`src/rtl/fan_countdown_timer.sv`:
```
// fan_countdown_timer: two-digit BCD countdown with preset, pause/resume/cancel and fan_off on expiry
module fan_countdown_timer #(
  parameter int          TICK_DIV    = 1000,
  parameter logic [7:0]  DEFAULT_BCD = 8'h30,
  parameter logic [7:0]  MAX_BCD     = 8'h99,
  parameter logic [7:0]  MIN_BCD     = 8'h01
) (
  input  logic       clk_1kHz,
  input  logic       rst,
  input  logic       inc_p,
  input  logic       dec_p,
  input  logic       start_p,
  output logic [7:0] preset_bcd,
  output logic [7:0] remain_bcd,
  output logic [1:0] state,
  output logic       running,
  output logic       fan_off,
  output logic       tick
);
  localparam int PW = TICK_DIV > 1 ? $clog2(TICK_DIV) : 1;
  localparam logic [1:0] IDLE = 2'd0, RUN = 2'd1, PAUSE = 2'd2, DONE = 2'd3;
  logic [1:0]    state_nx;
  logic [PW-1:0] presc, presc_nx;
  logic [7:0]    preset_nx, remain_nx;
  logic          step, adj;
  function automatic logic [7:0] bcd_up(input logic [7:0] x);
    return x[3:0] == 4'd9 ? {x[7:4] + 4'd1, 4'd0} : {x[7:4], x[3:0] + 4'd1};
  endfunction
  function automatic logic [7:0] bcd_dn(input logic [7:0] x);
    return x[3:0] == 4'd0 ? {x[7:4] - 4'd1, 4'd9} : {x[7:4], x[3:0] - 4'd1};
  endfunction
  assign step = state == RUN && presc == PW'(TICK_DIV - 1);
  always_ff @(posedge clk_1kHz) begin
    if (rst) begin
      state      <= IDLE;
      preset_bcd <= DEFAULT_BCD;
      remain_bcd <= DEFAULT_BCD;
      presc      <= '0;
      running    <= 1'b0;
      fan_off    <= 1'b0;
      tick       <= 1'b0;
    end else begin
      state      <= state_nx;
      preset_bcd <= preset_nx;
      remain_bcd <= remain_nx;
      presc      <= presc_nx;
      running    <= state_nx == RUN;
      fan_off    <= state_nx == DONE;
      tick       <= step;
    end
  end
  // reaching 00 on a step overrides a simultaneous pause request
  always_comb begin
    state_nx = state == IDLE  ? (start_p ? RUN : IDLE) :
               state == RUN   ? (step && remain_bcd == 8'h01 ? DONE : start_p ? PAUSE : RUN) :
               state == PAUSE ? (start_p ? RUN : dec_p ? IDLE : PAUSE) :
                                (start_p ? IDLE : DONE);
  end
  always_comb begin
    adj       = state == IDLE && !start_p && (inc_p ^ dec_p);
    preset_nx = !adj ? preset_bcd :
                inc_p ? (preset_bcd == MAX_BCD ? preset_bcd : bcd_up(preset_bcd)) :
                        (preset_bcd == MIN_BCD ? preset_bcd : bcd_dn(preset_bcd));
    remain_nx = state_nx == DONE ? 8'h00 :
                step ? bcd_dn(remain_bcd) :
                state_nx == IDLE || state == IDLE ? preset_nx : remain_bcd;
    presc_nx  = state == RUN ? (step ? '0 : presc + 1'b1) :
                state == PAUSE && state_nx != IDLE ? presc : '0;
  end
endmodule

```
`config.mk`:
```
export PLATFORM = sky130hd
export DESIGN_NAME = fan_countdown_timer
export DESIGN_NICKNAME = d
export VERILOG_FILES = /design/src/rtl/fan_countdown_timer.sv
export SDC_FILE = /design/constraint.sdc
export NUM_CORES = 1
export LEC_CHECK = 0
export ABC_CLOCK_PERIOD_IN_PS = 2050
export CELL_PAD_IN_SITES_DETAIL_PLACEMENT = 1
export CELL_PAD_IN_SITES_GLOBAL_PLACEMENT = 1
export CORE_UTILIZATION = 37
export DETAILED_ROUTE_END_ITERATION = 10
export PLACE_DENSITY_LB_ADDON = 0.12
export RECOVER_POWER = 100
export SYNTH_ARGS = -nofsm -noshare
export SYNTH_HDL_FRONTEND = slang
export SYNTH_SLANG_ARGS = --single-unit
```
`constraint.sdc`:
```
create_clock -name clk_1kHz -period 2.05 [get_ports clk_1kHz]
set_input_delay 0.41 -clock clk_1kHz [delete_from_list [all_inputs] [get_ports clk_1kHz]]
set_output_delay 0.41 -clock clk_1kHz [all_outputs]
set_load 0.01 [all_outputs]
```
==> flow_summary.ini <==
[run]
maxCapViolCount = 0

[clock_tree]
cts-buffers-inserted = 5
cts_max_level = 2
insertion_delay_ns = 0.29
cts_tree = built
clkTransAtPathRegs_ns = 0.06
root_buffer = clkbuf_8
clock_path_buffers = 2
cts_sinks = 31

[floorplanning]
std_cell_rows = 25
ioPinCount = 26
dieWidth_um = 73.9
initial_core_util = 0.394
core_area_sq_mm = 0.00485
die_height_um = 73.9
die_area_sq_mm = 0.00546

[pwr]
p_sw_uw = 380
leakage_nw = 0.999
powerDensity_mw_per_mm2 = 527
max-vdd-ir-drop_v = 0.000355
pwr-share-clk = 0.323
swShare = 0.279
seq_power_share = 0.474
power_frac_comb = 0.203
p_int_uw = 984

[hold_path]
holdPathEnd = presc[8]
hp-start = presc[8]
hold_depth = 2
hp-class = register to register

[sta]
fmax_mhz = 506
clock_skew_ns = 0.00653
fin_ws_ns = 0.0738
setup_violations = 0
period_share = 0.964
hold_violations = 0
relSlewSlack = 0.614
finalWorstPathRequiredPeriod_ns = 1.98
worst_slew_pin_slew_ns = 0.576
drv_slew = 0

[synth]
avgSynthCellArea_sq_um = 8.31
yosysTopAreaCell = dfxtp_1
ys_types = 60
seq_area_frac_synth = 0.325
synth_top_area_frac = 0.325
netlist_instances = 230
netlist_area_sq_mm = 0.00191
synth_area_leaders = dfxtp_1 32%, a21oi_1 5.5%, nor2_1 4.9%
synth_edf_count = 0
synth_warnings = 0
synth-async-reset-ratio = 0
synth-main-ff-cell = dfxtp_1
synthesis.nets = 241
ys_ff_latch = 31

[layout]
nNetsFinal = 305
antenna_cells = 0
fin_area_sq_mm = 0.00259
syn2layout_area_growth_pct = 35.4
fin_util = 0.533
drive_gt1_frac = 0.229

[placed_design]
post_dp_cell_area_sq_mm = 0.00245
place_ws_ns = -0.178
routabilityCongestion = 0.789
place_hpwl_um = 4250
numPortBuffers = 25

[setup_path]
worstSetupEndpointType = register
path_class = register to register
reg2regPathDepth = 7
r2r_start = presc[1]
critPathLaunchType = register
r2r_setup_slack_ns = 0.07
cp_data_arrival_time_ns = 2.15
worstPathRequired_ns = 2.22
critPathMaxFanout = 5
r2r_end = remain_bcd[6]

[detailed_routing]
drt-pass1-iter-count = 4
drtIter0Drc = 105
num_vias = 1935
viasPerCell = 5.38
finalWirelength_um = 5540
avgRoutedWirePerCell_um = 15.4
ant_nets = 0
drcViolationCount = 0

[global_route]
antenna_found_initial = 0
grt.total_usage = 0.218
grt_pass1_vias = 1897
grt-ovfl-total = 0
grt_pass1_wl_um = 9060
grt_start_max_net_pins = 14

[run_status]
status = finished clean
-- metrics by stage --
step	setup TNS [ns]	std cells	power (mW)	hold WS (ns)
after floorplan	0	230	0.806	0.452
after global placement	-1.27	350	0.927	0.463
after detailed placement	-1.75	350	0.933	0.475
after CTS	0	356	1.37	0.484
after global routing	-0.00838	360	1.43	0.498
final	0	360	1.36	0.481
-- cells in the final DEF, fill, tap and decap left out, types with 2 or more instances in the layout --
master,count
a31o_2,2
a21oi_1,21
dlygate4sd3_1,5
a31oi_1,2
nor4b_1,2
buf_4,39
nand3_1,5
dfxtp_1,30
or2_1,2
nor3_1,8
nand4_1,8
nor3_2,2
nand2_1,16
or3_1,3
nand4b_1,2
o21ai_0,7
nor4_1,2
clkdlybuf4s50_1,20
xnor2_1,8
nor2b_1,2
nor2_2,2
or2_2,3
and2_1,2
inv_1,12
or3_4,2
nor2_1,25
and3_1,8
ha_1,6
clkbuf_8,5
xor2_1,4
a211oi_1,4
-- synthesized netlist by cell type (2+ instances only) --
library cell	number
dfxtp_1	31
nor2_1	25
a21oi_1	21
nand2_1	16
inv_1	12
nor3_1	10
and3_1	8
nand4_1	8
xnor2_1	8
o21ai_0	7
ha_1	6
nand3_1	5
a211oi_1	4
buf_2	4
or3_1	4
xor2_1	4
buf_6	3
or2_2	3
a31o_2	2
a31oi_1	2
and2_1	2
nand4b_1	2
nor2_2	2
nor2b_1	2
nor4_1	2
nor4b_1	2
or2_1	2
-- flip-flops by register name, indices dropped and copies added (netlist names) --
signal,flops
presc,10
preset_bcd,8
remain_bcd,8
state,2
fan_off,1
running,1
tick,1
-- kinds of logic (layout without fill, tap and decap cells) --
| family | Yosys count | in the layout | share of synthesized area |
|---|---|---|---|
| flops | 31 | 31 | 0.325 |
| fa+ha+maj | 6 | 6 | 0.0393 |
| xor+xnor | 12 | 12 | 0.0550 |
| simple gates | 105 | 105 | 0.318 |
| compound gates | 53 | 53 | 0.191 |
| buf+inv | 21 | 84 | 0.0609 |
| mux | 2 | 2 | 0.0111 |
-- worst max-delay path by stage --
| stage | to | startpoint |
|---|---|---|
| floorplan | remain_bcd[4] | presc[0] |
| global placement | remain_bcd[3] | start_p |
| detailed placement | remain_bcd[5] | inc_p |
| CTS | remain_bcd[7] | presc[0] |
| global route | remain_bcd[7] | start_p |
| finish | remain_bcd[6] | presc[1] |
-- final cells by class --
type,instances,area [sq um]
flip-flops and latches,31,622
fillers,596,2260
inverters,12,45.0
multi-input cells,178,1190
well taps,67,83.8
clock buffers,6,72.6
repair buffers,66,574
-- layer usage --
metal / vias up / global-route usage / share of wire
li1: 968 / - / -
met1: 923 / 0.309 / 0.50
met2: 37 / 0.341 / 0.46
met3: 7 / 0.0370 / 0.032
met4: 0 / 0.0577 / 0.013
met5: - / 0 / 0
-- power by group through the flow --
stage | sequential, mW | combinational (mW) | clock [mW]
floorplan | 0.665 | 0.141 | 0
global placement | 0.659 | 0.268 | 0
detailed placement | 0.659 | 0.274 | 0
CTS | 0.646 | 0.277 | 0.450
global route | 0.649 | 0.304 | 0.474
finish | 0.646 | 0.277 | 0.440
-- repair_timing --
action / CTS / global route
hold buffers: 0 / 0
setup buffers: 0 / 4
setup endpoints to repair: 1 / 9
resized for setup: 1 / 4
pin swaps: 0 / 3
-- critical path, stage by stage (launching register included) --
cell      delay, ns
dfxtp_1        0.33
ha_1           0.16
or3b_4         0.38
or3_4          0.43
buf_4          0.16
o221ai_4       0.21
buf_6          0.15
a211oi_1       0.04
Power figures use the tool's default switching activity.
